## src/rtl/roi_harness_pkg.sv

```systemverilog
// Shared types and constants for the host-side ROI harness driver.
package roi_harness_pkg;

    // Run phases of the driver.
    typedef enum logic [2:0] {
        IDLE,
        LOAD,
        SETTLE,
        CAPTURE,
        DONE
    } state_t;

    localparam int DEF_DIN_N  = 256;
    localparam int DEF_DOUT_N = 256;

    // Cycles from start acceptance to the result_valid pulse.
    function automatic int run_latency(input int din_n, input int dout_n, input int do_lat);
        return 2 * din_n + do_lat + dout_n + 2;
    endfunction

endpackage

```

## src/rtl/roi_harness_driver_sipo.sv

```systemverilog
// Serial-in parallel-out register for the harness `do` stream; first bit ends up as MSB.
module harness_sipo #(
    parameter int N = 256
) (
    input  logic         clk,
    input  logic         rst,
    input  logic         shift_en,
    input  logic         din,
    output logic [N-1:0] data_next
);

    logic [N-1:0] sh_reg;
    logic [N-1:0] shifted;

    generate
        if (N == 1) begin : g_one
            assign shifted = din;
        end else begin : g_many
            assign shifted = {sh_reg[N-2:0], din};
        end
    endgenerate

    // Value the register holds after this cycle; lets the owner publish the final bit without a bubble.
    assign data_next = shift_en ? shifted : sh_reg;

    // Shift in one bit per enabled cycle.
    always_ff @(posedge clk) begin
        if (rst) begin
            sh_reg <= '0;
        end else begin
            sh_reg <= data_next;
        end
    end

endmodule

```

## src/rtl/roi_harness_driver.sv

```systemverilog
// Drives the serial ROI harness: streams a stimulus word onto di, strobes twice, reads back do.
module roi_harness_driver
    import roi_harness_pkg::*;
#(
    parameter int DIN_N  = DEF_DIN_N,
    parameter int DOUT_N = DEF_DOUT_N,
    parameter int DO_LAT = 0
) (
    input  logic              clk,
    input  logic              rst,
    input  logic              start,
    input  logic [DIN_N-1:0]  vec_in,
    output logic              ready,
    output logic [DOUT_N-1:0] result,
    output logic              result_valid,
    output logic              di_o,
    output logic              stb_o,
    input  logic              do_i
);

    localparam int MAXC = (DIN_N > DOUT_N + DO_LAT + 1) ? DIN_N : DOUT_N + DO_LAT + 1;
    localparam int CW   = $clog2(MAXC) + 1;
    localparam int IW   = $clog2(DIN_N);

    localparam logic [CW-1:0] LAST_DIN = CW'(DIN_N - 1);
    localparam logic [CW-1:0] LAST_CAP = CW'(DO_LAT + DOUT_N);
    localparam logic [CW-1:0] SKIP_CNT = CW'(DO_LAT);

    state_t            state_reg;
    logic [CW-1:0]     cnt_reg;
    logic [DIN_N-1:0]  vec_q;
    logic [IW-1:0]     bit_idx;
    logic              shift_en;
    logic [DOUT_N-1:0] sh_next;

    // Outputs are registered, so the mux selects the bit for the following cycle (t+1).
    assign bit_idx  = IW'(DIN_N - 2) - cnt_reg[IW-1:0];

    // Bits arriving before DO_LAT+1 cycles into CAPTURE are still pipeline fill.
    assign shift_en = (state_reg == CAPTURE) && (cnt_reg > SKIP_CNT);

    harness_sipo #(.N(DOUT_N)) u_sipo (
        .clk       (clk),
        .rst       (rst),
        .shift_en  (shift_en),
        .din       (do_i),
        .data_next (sh_next)
    );

    // Run sequencer with registered pin and handshake outputs.
    always_ff @(posedge clk) begin
        if (rst) begin
            state_reg    <= IDLE;
            cnt_reg      <= '0;
            vec_q        <= '0;
            ready        <= 1'b1;
            di_o         <= 1'b0;
            stb_o        <= 1'b0;
            result_valid <= 1'b0;
            result       <= '0;
        end else begin
            stb_o        <= 1'b0;
            result_valid <= 1'b0;
            case (state_reg)
                IDLE: begin
                    di_o <= 1'b0;
                    if (start && ready) begin
                        vec_q     <= vec_in;
                        state_reg <= LOAD;
                        cnt_reg   <= '0;
                        ready     <= 1'b0;
                        di_o      <= vec_in[DIN_N-1];
                    end
                end
                LOAD: begin
                    if (cnt_reg == LAST_DIN) begin
                        // Stream rotates: first SETTLE cycle repeats the MSB and loads the ROI.
                        state_reg <= SETTLE;
                        cnt_reg   <= '0;
                        di_o      <= vec_q[DIN_N-1];
                        stb_o     <= 1'b1;
                    end else begin
                        cnt_reg <= cnt_reg + CW'(1);
                        di_o    <= vec_q[bit_idx];
                    end
                end
                SETTLE: begin
                    if (cnt_reg == LAST_DIN) begin
                        // Harness register is back to vec_q: reload din and capture dout.
                        state_reg <= CAPTURE;
                        cnt_reg   <= '0;
                        di_o      <= 1'b0;
                        stb_o     <= 1'b1;
                    end else begin
                        cnt_reg <= cnt_reg + CW'(1);
                        di_o    <= vec_q[bit_idx];
                    end
                end
                CAPTURE: begin
                    di_o <= 1'b0;
                    if (cnt_reg == LAST_CAP) begin
                        state_reg    <= DONE;
                        cnt_reg      <= '0;
                        result       <= sh_next;
                        result_valid <= 1'b1;
                    end else begin
                        cnt_reg <= cnt_reg + CW'(1);
                    end
                end
                DONE: begin
                    state_reg <= IDLE;
                    cnt_reg   <= '0;
                    ready     <= 1'b1;
                    di_o      <= 1'b0;
                end
                default: begin
                    state_reg <= IDLE;
                    cnt_reg   <= '0;
                    ready     <= 1'b1;
                    di_o      <= 1'b0;
                end
            endcase
        end
    end

endmodule

```

## config.mk

```make
export PLATFORM = sky130hd
export DESIGN_NAME = roi_harness_driver
export DESIGN_NICKNAME = d
export VERILOG_FILES = /design/src/rtl/roi_harness_pkg.sv /design/src/rtl/roi_harness_driver_sipo.sv /design/src/rtl/roi_harness_driver.sv
export SDC_FILE = /design/constraint.sdc
export NUM_CORES = 1
export LEC_CHECK = 0
export ABC_AREA = 1
export BUFFER_PORTS_ARGS = -buffer_cell sky130_fd_sc_hd__buf_2
export CORE_ASPECT_RATIO = 0.75
export CORE_UTILIZATION = 45
export CTS_BUF_LIST = sky130_fd_sc_hd__clkbuf_8
export CTS_CLUSTER_DIAMETER = 40
export CTS_CLUSTER_SIZE = 16
export DETAILED_ROUTE_END_ITERATION = 8
export PLACE_DENSITY = 0.66
export SYNTH_ARGS = -nofsm -noshare
export SYNTH_HDL_FRONTEND = slang
export SYNTH_SLANG_ARGS = --single-unit
export TNS_END_PERCENT = 30
```

## constraint.sdc

```tcl
create_clock -name clk -period 6 [get_ports clk]
set_input_delay 0.3 -clock clk [delete_from_list [all_inputs] [get_ports clk]]
set_output_delay 0.3 -clock clk [all_outputs]
set_load 0.005 [all_outputs]
```

---- Word level (Yosys, flattened, before mapping) ----
Index checks and enable logic that the tools add are counted.
storage, ports and cells
  bits in registers ....................... 785
  bits of input ports ..................... 260
  logic and storage cells ................. 56
cells by class
  add/sub/neg operators ................... 2
  magnitude comparators ................... 2
  eq/ne operators ......................... 9
  mux-type cells .......................... 20
  bitwise gates (word level) .............. 3
  reductions and logical operators ........ 11
operator list
  operator               number
  $mux 256               1
  $mux 10                3
  $pmux 10 s3            1
  $mux 3                 4
  $pmux 3 s4             1
  $add 10x1->10 const B  1
  $eq 10x8->1 const B    1
  $eq 10x9->1 const B    1
  $gt 10x1->1 const B    1
  $lt 8x9->1 const B     1
  $bmux 1 s8             1
  $sub 8x8->8 const A    1
  $mux 1                 7
  $eq 3x2->1 const B     2
  $ne 2x2->1 const B     3
  $reduce_and 2->1       3
  $reduce_or 2->1        3
  $reduce_and 4->1       1
  $eq 3x1->1 const B     1
  $logic_not 3->1        1
  $not 1->1              3
  $pmux 1 s3             1
  $reduce_or 3->1        1
  $logic_and 1x1->1      2
  2 further kinds        2

---- Longest topological paths before layout ----
Gate-level depths: netlist of the first run.
  depth in word-level cells ............... 5
  gate-level depth with buffers ........... 17

---- Cells and area by module ----
From an unflattened synthesis of the first run, not the netlist that was laid out.
unflattened totals
  cells, all modules ...................... 4,787
  area, all modules ....................... 34,036.4 µm²
modules (own cells, without submodules)
  module              instances  cells each  area each (µm²)  sequential area each (µm²)
  roi_harness_driver  1          2,908       20,908.8         10,590.2
  harness_sipo        1          1,879       13,127.6         5,124.9

---- Least setup slack after synthesis of the first run ----
No wires, ideal clock.
  path type ............................... reg2reg
  from .................................... register cnt_reg[0]
  to ...................................... register di_o
  arrival ................................. 2,207 ps
  data required time ...................... 5,869 ps
  path slack .............................. 3,663 ps
  stages on the path, launching flop included .. 18
  path buffers ............................ 5
  cell sequence ........................... dfxtp_1 -> buf_4 -> clkinv_2 -> buf_2 -> ha_1 -> buf_2 -> inv_2 -> buf_2 -> buf_2 -> nand3_1 -> nand3_1 -> nand3_1 -> nand3_1 -> nand3_1 -> nand3_1 -> nand3_1 -> nand3_2 -> a21oi_2
on the way
  longest elaborated chain between the ends .. 5
  elaborated cells between the ends (all ways) .. 7
  classes of those cells .................. add/sub: 1; eq/ne: 1; mux: 5
ends and longest elaborated chain
  element                       line                                                RTL
  from (decl)                   roi_harness_driver.sv:30                            logic [CW-1:0] cnt_reg;
  from (signal assigned)        roi_harness_driver.sv:83                            cnt_reg <= cnt_reg + CW'(1);
  from (signal assigned)        roi_harness_driver.sv:95                            cnt_reg <= cnt_reg + CW'(1);
  from (signal assigned)        roi_harness_driver.sv:107                           cnt_reg <= cnt_reg + CW'(1);
  $sub 8x8->8                   roi_harness_driver.sv:37                            assign bit_idx = IW'(DIN_N - 2) - cnt_reg[IW-1:0];
  $bmux 1 s8                    roi_harness_driver.sv:84, roi_harness_driver.sv:96
  $mux 1 (implied by the code)  roi_harness_driver.sv:84, roi_harness_driver.sv:96
  $mux 1 (on tied branches)     roi_harness_driver.sv:88, roi_harness_driver.sv:76
  $pmux 1 s3 *                  roi_harness_driver.sv:64                            case (state_reg)
  to (signal assigned)          roi_harness_driver.sv:72                            di_o <= vec_in[DIN_N-1];
  to (signal assigned)          roi_harness_driver.sv:84                            di_o <= vec_q[bit_idx];
  to (signal assigned)          roi_harness_driver.sv:96                            di_o <= vec_q[bit_idx];
  to (decl)                     roi_harness_driver.sv:16                            output logic di_o,
Every way passes the cells marked *; elsewhere a longest branch is shown, timed or not. The select of a mux whose other input is x is not followed.
A chain may end at the register's enable or synchronous reset.

---- Worst setup path after layout of the first run ----
Ends and elaborated chain as after synthesis.

==> results of run 1 <==
placed cells by master, fill, tap and decap left out, types with 6 or more instances in the layout:
cell type,netlist,final
inv_6,0,25
inv_2,13,12
inv_8,0,17
clkbuf_8,0,100
clkinv_8,0,6
nand2_1,879,879
nand3_2,7,7
o21ai_1,255,255
nor2_1,859,859
buf_2,119,518
clkinv_4,0,12
buf_12,0,7
nand3_1,237,237
dlygate4sd3_1,0,258
clkinvlp_4,0,8
buf_4,17,17
dfxtp_1,785,784
o21ai_0,410,410
inv_1,431,434
a21oi_1,176,176
final cells by class:
cell class	count	area [um2]
Sequential cell	785	15700
Inverter	446	1690
Clock buffer	100	1380
Antenna cell	4	10.0
Multi-Input combinational cell	2861	12400
Fill cell	6289	29900
Tap cell	892	1120
Timing Repair Buffer	801	5460
Clock inverter	79	812
metrics by stage:
stage                     cell area [um2]  setup slack, ns  utilization
final                               38500             1.98        0.563
after global routing                38500             1.79        0.563
after CTS                           38500             2.13        0.563
after detailed placement            33800             2.16        0.493
after global placement              33800             2.25        0.493
after floorplan                     31100             3.66            -
power groups by stage:
stage | Clock [mW] | Combinational (mW) | Sequential, mW
final | 4.26 | 3.04 | 6.25
after floorplan | 0 | 2.18 | 6.21
after detailed placement | 0 | 2.82 | 6.33
after CTS | 4.38 | 2.97 | 6.22
after global routing | 4.61 | 3.41 | 6.31
after global placement | 0 | 2.79 | 6.33
routing by layer:
metal | routed length (um) | track usage | up-vias | share of wire
met5 | 0 | 0 | - | 0
met4 | 4700 | 0.135 | 0 | 0.052
met3 | 5220 | 0.0516 | 314 | 0.058
met2 | 38200 | 0.365 | 972 | 0.43
met1 | 41400 | 0.339 | 13400 | 0.46
li1 | - | - | 15000 | -
final timing paths:
check	end	slack, ns	cells after the start
worst min register to register	vec_q[8]	0.45	2
worst max-delay path	di_o	1.98	12
worst min-delay path	cnt_reg[0]	0.29	6
worst max register to register	di_o	1.98	12
worst register-to-register path: stages, from the launching register on:
cell     delay [ns]
dfxtp_4        0.75
buf_4          0.87
nand3_1        0.17
nand2_1        0.13
nand2_2        0.34
inv_2          0.53
nand3_1        0.17
nand3_1        0.28
nand3_1        0.16
nand3_1        0.12
nand3_1        0.17
nand3_2        0.13
a21oi_2        0.05
logic make-up (layout without fill, tap and decap cells):
group	count (synthesis)	count (layout)	share of synthesized area
xor+xnor	5	5	0.00189
other cells	0	4	0
buf+inv	750	1426	0.0988
compound gates	847	847	0.137
fa+ha+maj	3	3	0.00121
flops	785	785	0.505
simple gates	2004	2004	0.256
mux	2	2	0.000643
==> results.tsv, run 1 <==
stage	metric	value	unit
pwr	sequential share of power	0.461	
synthesis	syn nets	4659	
grt	Congestion Overflow GR	0	
clocking	Root Driver	clkbuf_8	
synthesis	most frequent cell after synthesis	nand2_1	
pwr	combinational power share	0.224	
synthesis	cells after synthesis	4396	
synthesis	Synth area leaders	dfxtp_1, nand2_1, nor2_1, o21ai_0, inv_1	
sta	final setup vio count	0	
grt	first-pass GRT wire length	142000	um
synthesis	post-synth top area share	0.505	
final_layout	layout cells sized above 1	0.150	
worst_setup_path	CP max stage cell	buf_4	
detailed_routing	Starting DRT DRC Count	2557	
min_path	hold_sp	start	
worst_setup_path	max incr delay on CP	0.87	ns
sta	Final min period	4.02	ns
clocking	CTS Buffer Depth	3	
min_path	Worst Hold Class	in2reg	
worst_setup_path	cell chain of the critical path	buf_4 -> nand3_1 -> nand2_1 -> nand2_2 -> inv_2 -> nand3_1 -> nand3_1 -> nand3_1 -> nand3_1 -> nand3_1 -> nand3_2 -> a21oi_2	
worst_setup_path	worst path bufs/invs	2	
sta	fin. max-slew vios	0	
grt	largest net degree at the start of global routing	224	
sta	Fin. Hold Viols	0	
floorplanning	Ports	520	
placement	hpwl dp	53500	um
pwr	static leakage	18.8	nW
synthesis	synthesis-stage register bit count	785	
worst_setup_path	crit start category	flip-flop	
detailed_routing	vias per cell	4.96	
synthesis	post-synth cell types	35	
synthesis	Commonest cells post-synth	nand2_1, nor2_1, dfxtp_1	
final_layout	Post-Layout Cell Count	5968	
grt	GR Util All Layers	0.248	
detailed_routing	drt total wl	89500	um
floorplanning	initial core utilization	0.455	
worst_setup_path	Top cell by count, worst path	nand3_1	
worst_setup_path	Crit Path Category	reg2reg	
synthesis	YS warnings	0	
grt	antenna violations before repair	3	
sta	Worst Skew	0.0398	ns
worst_setup_path	RR Startpoint	cnt_reg[0]	
detailed_routing	DRT antenna net count	0	
pwr	clock network power share	0.315	
pwr	cell internal pwr	8.80	mW
pwr	NetSw	4.75	mW
detailed_routing	Remaining DRCs	0	
clocking	latest clock arrival within the worst-skew pair	0.71	ns
clocking	Reg clk slew, reported paths	0.09	ns
worst_setup_path	Critical Path End Type	flip-flop	
placement	port bufs	519	
sta	Worst slew margin	0.212	
placement	dpl cells	5527	
clocking	CTS Sinks	785	
floorplanning	Die ar.	0.0702	mm2
detailed_routing	via count	29600	
sta	fmax	249	MHz
placement	gp weighted congestion	0.855	
detailed_routing	1st-pass router iterations	6	
pwr	total power	13.6	mW
final_layout	Layout area overhead	23.8	%
clocking	CTS tree	built	
synthesis	biggest area consumer among synthesized cells	dfxtp_1	
clocking	htree depth	3	
worst_setup_path	crit path DAT	4.59	ns
clocking	post-CTS repair timing setup buffer count	0	
worst_setup_path	Worst Path Required	6.57	ns
synthesis	Mapped Area	0.0311	mm2
final_layout	Nets	5254	
worst_setup_path	CP Max Fanout	101	
floorplanning	core area	0.0684	mm2
outcome	status	finished, final reports clean	
clocking	post-CTS sizing	0	
sta	Setup TNS Final	0	ns
clocking	TritonCTS Buffers	96	
floorplanning	Die W	306	um
synthesis	FFs w/ async S/R, synth	0	
synthesis	Syn Area/Cell	7.08	um2
grt	vias in the first global route	27000	
synthesis	fraction of the yosys area taken by sequential cells	0.505	
floorplanning	overall die height	230	um
sta	Worst Tran Pin Value	1.18	ns
clocking	hold buffers post-CTS	258	
pwr	Max VDD drop	0.000214	V
job	MaxCap Viol Count	0	
worst_setup_path	CP delay by family, top	simple AND/OR/NAND/NOR gates	
sta	RSZ-0062 raised after global routing	no	
sta	worst hold margin	0.291	ns
detailed_routing	DR WL/cell	15.0	um
synthesis	EDFF count, synth	0	
pwr	Switching Share	0.351	
sta	Tcrit/Tclk final	0.670	
worst_setup_path	CP startpoint	cnt_reg[0]	
pwr	Pwr per Cell Area	352	mW/mm2
floorplanning	FP Rows	83	
synthesis	Top FF cell, synth	dfxtp_1	
(Power assumes the default switching activity.)
==> run 2, diff against run 1 <==
--- a/config.mk
+++ b/config.mk
@@ -5,7 +5,7 @@
 export SDC_FILE = /design/constraint.sdc
 export NUM_CORES = 1
 export LEC_CHECK = 0
-export ABC_AREA = 1
+export ABC_AREA = 0
 export BUFFER_PORTS_ARGS = -buffer_cell sky130_fd_sc_hd__buf_2
 export CORE_ASPECT_RATIO = 0.75
 export CORE_UTILIZATION = 45
@@ -13,7 +13,7 @@
 export CTS_CLUSTER_DIAMETER = 40
 export CTS_CLUSTER_SIZE = 16
 export DETAILED_ROUTE_END_ITERATION = 8
-export PLACE_DENSITY = 0.66
+export PLACE_DENSITY = 0.67
 export SYNTH_ARGS = -nofsm -noshare
 export SYNTH_HDL_FRONTEND = slang
 export SYNTH_SLANG_ARGS = --single-unit
==> constraint.sdc (replaced) <==
create_clock -name clk -period 4.2 [get_ports clk]
set_input_delay 0.21 -clock clk [delete_from_list [all_inputs] [get_ports clk]]
set_output_delay 0.21 -clock clk [all_outputs]
set_load 0.005 [all_outputs]
==> run 2 against run 1 <==
  * Largest cell class unchanged
  * Global-route usage is 0.60 points lower
  * Maximum frequency increased by 18%
  * Clock skew grew 0.020 ns
  * Critical path depth fell by 2
  * Worst hold slack gained 0.0076 ns
  * Power is 9.5% higher
  * Largest power group unchanged
  * Clock power up 35%
  * Flip-flop and latch count stayed put
  * Wire length shrank 9.2%
  * Sequential power increased by 24%
  * Die area decreased by 6.5%
  * Clock-buffer cell count is 10 lower
==> results.tsv, run 2 <==
stage	metric	value	unit
outcome	status	finished, final reports clean	
synthesis	cells after synthesis	3106	
pwr	Pwr per Cell Area	403	mW/mm2
sta	Fin. Hold Viols	0	
placement	port bufs	519	
floorplanning	Die W	296	um
synthesis	FFs w/ async S/R, synth	0	
grt	antenna violations before repair	9	
floorplanning	Die ar.	0.0657	mm2
job	MaxCap Viol Count	0	
final_layout	Layout area overhead	26.7	%
min_path	hold endpoint	vec_q[142]	
min_path	Worst Hold Depth	4	
final_layout	sequential cell area	0.0157	mm2
min_path	hold_sp	vec_in[142]	
clocking	post-CTS sizing	0	
clocking	post-CTS repair timing setup buffer count	0	
sta	Final min period	3.41	ns
placement	dpl cell area	0.0322	mm2
sta	final setup vio count	0	
grt	largest net degree at the start of global routing	204	
floorplanning	initial core utilization	0.456	
worst_setup_path	cell chain of the critical path	ha_1 -> xnor2_4 -> buf_12 -> mux4_1 -> nand2_1 -> nand3_1 -> o2111ai_1 -> o22ai_1 -> o21a_1 -> o211a_1	
sta	RSZ-0062 raised after global routing	no	
synthesis	Mapped Area	0.0291	mm2
clocking	latest clock arrival within the worst-skew pair	0.71	ns
worst_setup_path	worst reg-to-reg path cell count	10	
final_layout	Nets	4020	
detailed_routing	Remaining DRCs	0	
synthesis	Synth area leaders	dfxtp_1, mux2i_1, nand2_1, nor2_1, a211oi_1	
placement	gp weighted congestion	0.862	
synthesis	Top FF cell, synth	dfxtp_1	
worst_setup_path	Crit Path Category	reg2reg	
worst_setup_path	worst path bufs/invs	1	
worst_setup_path	CP delay by family, top	compound AO/OA/AOI/OAI gates	
floorplanning	core area	0.0638	mm2
final_layout	most common cell after layout, fill and taps aside	dfxtp_1	
sta	Worst slew margin	0.116	
sta	Final WS setup	0.787	ns
sta	Setup TNS Final	0	ns
worst_setup_path	CP max stage cell	mux4_1	
worst_setup_path	Worst Path Required	4.75	ns
grt	Congestion Overflow GR	0	
synthesis	EDFF count, synth	0	
final_layout	multi-input logic area	0.0123	mm2
synthesis	fraction of the yosys area taken by sequential cells	0.540	
sta	Tcrit/Tclk final	0.813	
final_layout	Filler cells	5500	
min_path	Worst Hold Class	in2reg	
floorplanning	overall die height	222	um
detailed_routing	DR WL/cell	17.3	um
sta	Worst Skew	0.0600	ns
detailed_routing	1st-pass router iterations	6	
synthesis	post-synth cell types	56	
synthesis	biggest area consumer among synthesized cells	dfxtp_1	
worst_setup_path	RR Startpoint	cnt_reg[0]	
floorplanning	FP Rows	80	
final_layout	fin area	0.0368	mm2
detailed_routing	DRT antenna net count	0	
final_layout	Layout Utilization	0.578	
sta	fin. max-slew vios	0	
final_layout	most frequent cells in the layout	dfxtp_1, nand2_1, nor2_1, buf_2, a21oi_1	
worst_setup_path	R2R Setup Slk	0.79	ns
clocking	CTS Buffer Depth	3	
clocking	htree depth	3	
grt	vias in the first global route	23900	
placement	hpwl dp	49400	um
synthesis	Syn Area/Cell	9.37	um2
grt	first-pass GRT wire length	128000	um
clocking	hold buffers post-CTS	263	
worst_setup_path	crit path DAT	3.96	ns
clocking	Reg clk slew, reported paths	0.09	ns
detailed_routing	Starting DRT DRC Count	1801	
worst_setup_path	worst r2r dst	di_o	
synthesis	syn nets	3369	
synthesis	Commonest cells post-synth	dfxtp_1, nand2_1, nor2_1	
worst_setup_path	Critical Path End Type	flip-flop	
synthesis	YS warnings	0	
detailed_routing	drt total wl	81300	um
pwr	static leakage	13.9	nW
worst_setup_path	crit start category	flip-flop	
clocking	TritonCTS Buffers	88	
pwr	total power	14.8	mW
floorplanning	Ports	520	
synthesis	synthesis-stage register bit count	785	
clocking	Root Driver	clkbuf_8	
worst_setup_path	max incr delay on CP	0.61	ns
sta	fmax	293	MHz
grt	GR Util All Layers	0.242	
synthesis	most frequent cell after synthesis	dfxtp_1	
clocking	CTS tree	built	
detailed_routing	via count	24900	
synthesis	post-synth top area share	0.540	
clocking	CTS Sinks	785	
detailed_routing	vias per cell	5.29	
pwr	Max VDD drop	0.000366	V
sta	Worst Tran Pin Value	1.32	ns
final_layout	layout cells sized above 1	0.204	
worst_setup_path	CP Max Fanout	53	
placement	Place WS	0.861	ns
## run 2: worst max-delay path by stage
stage | end | slack [ns] | cells after the start | from
final | di_o | 0.79 | 10 | cnt_reg[0]
after global routing | di_o | 0.57 | 10 | cnt_reg[0]
after CTS | di_o | 0.82 | 10 | cnt_reg[0]
after detailed placement | di_o | 0.86 | 10 | cnt_reg[0]
after global placement | di_o | 0.92 | 10 | cnt_reg[0]
after floorplan | di_o | 1.00 | 14 | cnt_reg[0]
## run 2: worst register-to-register path, cell delays in order, from the launching register on
cell and delay [ns]:
dfxtp_4 0.57, ha_1 0.49, xnor2_4 0.17, buf_12 0.36, mux4_1 0.64, nand2_1 0.08
nand3_1 0.13, o2111ai_1 0.24, o22ai_1 0.11, o21a_1 0.26, o211a_1 0.25
## run 2: cells by family (layout without fill, tap and decap cells)
group	after synthesis	in the layout	synth area share
compound gates	561	561	0.122
xor+xnor	13	13	0.00456
simple gates	1159	1159	0.154
fa+ha+maj	3	3	0.00129
buf+inv	258	983	0.0373
other cells	0	9	0
flops	785	785	0.540
mux	327	327	0.140
## run 2: power breakdown
part | leakage [nW] | switching, mW | internal (mW)
Combinational | 6.51 | 0.745 | 0.604
Clock | 1.01 | 3.22 | 2.51
Sequential | 6.36 | 0.132 | 7.63
Total | 13.9 | 4.10 | 10.7
## run 2: metrics by stage
step / hold WS (ns) / cells
final: 0.298 / 4701
after floorplan: 0.319 / 3106
after global placement: 0.440 / 4265
after CTS: 0.216 / 4692
after detailed placement: 0.443 / 4265
after global routing: 0.263 / 4700
## run 2: area by class of cell
cell class / count / share of cell area
clock buffer: 90 / 0.0336
antenna: 9 / 0.000611
clock inverter: 74 / 0.0210
sequential: 785 / 0.427
tap: 861 / 0.0292
inverter: 3 / 0.000306
multi-input combinational: 2063 / 0.334
timing repair buffer: 816 / 0.154
## run 2: per-layer routing
metal | vias to the layer above | GRT usage | share of wire
met5 | - | 0 | 0
met4 | 0 | 0.131 | 0.053
met3 | 320 | 0.0541 | 0.063
met2 | 930 | 0.364 | 0.44
met1 | 11600 | 0.322 | 0.44
li1 | 12000 | - | -
==> run 3, diff against run 2 <==
--- a/config.mk
+++ b/config.mk
@@ -13,7 +13,7 @@
 export CTS_CLUSTER_DIAMETER = 40
 export CTS_CLUSTER_SIZE = 16
 export DETAILED_ROUTE_END_ITERATION = 8
-export PLACE_DENSITY = 0.67
+export PLACE_DENSITY = 0.69
 export SYNTH_ARGS = -nofsm -noshare
 export SYNTH_HDL_FRONTEND = slang
 export SYNTH_SLANG_ARGS = --single-unit
==> constraint.sdc (replaced) <==
create_clock -name clk -period 3.1 [get_ports clk]
set_input_delay 0.155 -clock clk [delete_from_list [all_inputs] [get_ports clk]]
set_output_delay 0.155 -clock clk [all_outputs]
set_load 0.005 [all_outputs]
==> run 3 against run 2 <==
  * Worst hold slack lost 0.035 ns
  * Clock power grew 27%
  * First-iteration DRC count shrank 8.2%
  * Critical path depth is the same
  * Via count shrank 1.1%
  * Die area is the same
  * Final cell count shrank 0.17%
  * Largest cell class unchanged
==> results.tsv, run 3 (synthesis gave the netlist of run 2 again) <==
stage	metric	value	unit
pwr	Pwr per Cell Area	531	mW/mm2
worst_setup_path	Crit Path Category	reg2reg	
floorplanning	Ports	520	
final_layout	Layout Utilization	0.579	
placement	hpwl dp	50400	um
placement	port bufs	519	
floorplanning	Die W	296	um
final_layout	most frequent cells in the layout	dfxtp_1, nand2_1, nor2_1, buf_2, a21oi_1	
final_layout	fin area	0.0369	mm2
worst_setup_path	Critical Path End Type	flip-flop	
clocking	Reg clk slew, reported paths	0.10	ns
final_layout	layout cells sized above 1	0.205	
sta	Worst slew margin	0.350	
sta	Final WS setup	0.224	ns
floorplanning	overall die height	222	um
final_layout	Nets	4032	
detailed_routing	Remaining DRCs	0	
clocking	CTS tree	built	
clocking	latest clock arrival within the worst-skew pair	0.68	ns
grt	vias in the first global route	23300	
clocking	CTS Sinks	785	
final_layout	most common cell after layout, fill and taps aside	dfxtp_1	
floorplanning	initial core utilization	0.456	
grt	GR Util All Layers	0.237	
floorplanning	core area	0.0638	mm2
sta	Worst Skew	0.0384	ns
pwr	cell internal pwr	14.5	mW
pwr	combinational power share	0.094	
floorplanning	Die ar.	0.0657	mm2
sta	Fin. Hold Viols	0	
placement	Place WS	-0.0252	ns
job	MaxCap Viol Count	0	
clocking	TritonCTS Buffers	78	
final_layout	Post-Layout Cell Count	4693	
grt	largest net degree at the start of global routing	198	
grt	first-pass GRT wire length	125000	um
placement	dpl cells	4287	
pwr	sequential share of power	0.535	
pwr	clock network power share	0.370	
pwr	total power	19.6	mW
worst_setup_path	Worst Path Required	3.72	ns
pwr	static leakage	13.9	nW
clocking	Root Driver	clkbuf_8	
grt	antenna violations before repair	5	
detailed_routing	via count	24600	
pwr	Switching Share	0.261	
sta	fin. max-slew vios	0	
sta	worst hold margin	0.263	ns
clocking	htree depth	3	
worst_setup_path	CP Max Fanout	38	
clocking	CTS Buffer Depth	3	
sta	fmax	348	MHz
detailed_routing	vias per cell	5.24	
sta	RSZ-0062 raised after global routing	no	
sta	final setup vio count	0	
placement	dpl cell area	0.0324	mm2
detailed_routing	drt total wl	80000	um
worst_setup_path	crit path DAT	3.49	ns
detailed_routing	DRT antenna net count	0	
pwr	NetSw	5.13	mW
sta	Setup TNS Final	0	ns
pwr	Max VDD drop	0.000391	V
worst_setup_path	crit start category	flip-flop	
final_layout	Layout area overhead	26.9	%
sta	Tcrit/Tclk final	0.928	
grt	Congestion Overflow GR	0	
floorplanning	FP Rows	80	
outcome	status	finished, final reports clean	
sta	Final min period	2.88	ns
sta	Worst Tran Pin Value	0.974	ns
detailed_routing	1st-pass router iterations	6	
min_path	Worst Hold Class	in2reg	
placement	gp weighted congestion	0.873	
detailed_routing	Starting DRT DRC Count	1654	
detailed_routing	DR WL/cell	17.0	um
[run 3: cell count changes in the layout (fill, tap and decap cells not counted), moves of 4 or more]
| cell | change |
|---|---|
| bufinv_16 | +4 |
| buf_4 | +16 |
| clkinvlp_4 | -4 |
| inv_8 | -12 |
| inv_6 | -4 |
| buf_12 | +7 |
| diode_2 | -4 |
| clkbuf_8 | -9 |
[run 3: critical path, cell delays in order, from the launching register on]
cell       delay (ns)
dfxtp_4          0.35
buf_6            0.27
inv_1            0.11
ha_2             0.37
buf_12           0.22
mux4_2           0.24
nand2_1          0.06
a32o_1           0.29
or4_1            0.53
o2111ai_1        0.16
o211a_1          0.18
[run 3: power by group through the flow]
stage	sequential [mW]	combinational [mW]	clock, mW
final	10.5	1.85	7.26
after detailed placement	10.7	1.54	0
after floorplan	10.7	1.07	0
after global routing	10.5	2.00	7.89
after CTS	10.5	1.80	7.46
after global placement	10.7	1.52	0
[run 3: path summary, 6_finish.rpt]
| path | startpoint | endpoint | slack, ns | cells past startpoint |
|---|---|---|---|---|
| hold reg to reg | vec_q[251] | vec_q[251] | 0.45 | 2 |
| setup reg to reg | cnt_reg[0] | di_o | 0.22 | 10 |
| setup / recovery | cnt_reg[0] | di_o | 0.22 | 10 |
| hold / removal | vec_in[82] | vec_q[82] | 0.26 | 4 |
[run 3: routing by layer]
layer,global-route usage,wire length [um],up-vias
met3,0.0456,4420,276
met5,0,0,-
met1,0.318,35600,11500
met2,0.368,36200,777
met4,0.112,3740,0
li1,-,-,12000
[run 3: final cells by class]
type | instances | area (um2)
Antenna cell | 5 | 12.5
Clock buffer | 81 | 1110
Clock inverter | 57 | 689
Fill cell | 5408 | 26900
Inverter | 3 | 11.3
Multi-Input combinational cell | 2063 | 12300
Sequential cell | 785 | 15700
Tap cell | 861 | 1080
Timing Repair Buffer | 838 | 5930
[run 3: repair_timing]
item                                   CTS  global route
endpoints found under the hold margin  319             0
pin swaps                                1             0
gates resized for setup                  0             4
hold buffers                           261             0
buffers inserted                         2             0
setup endpoints to repair                1            27
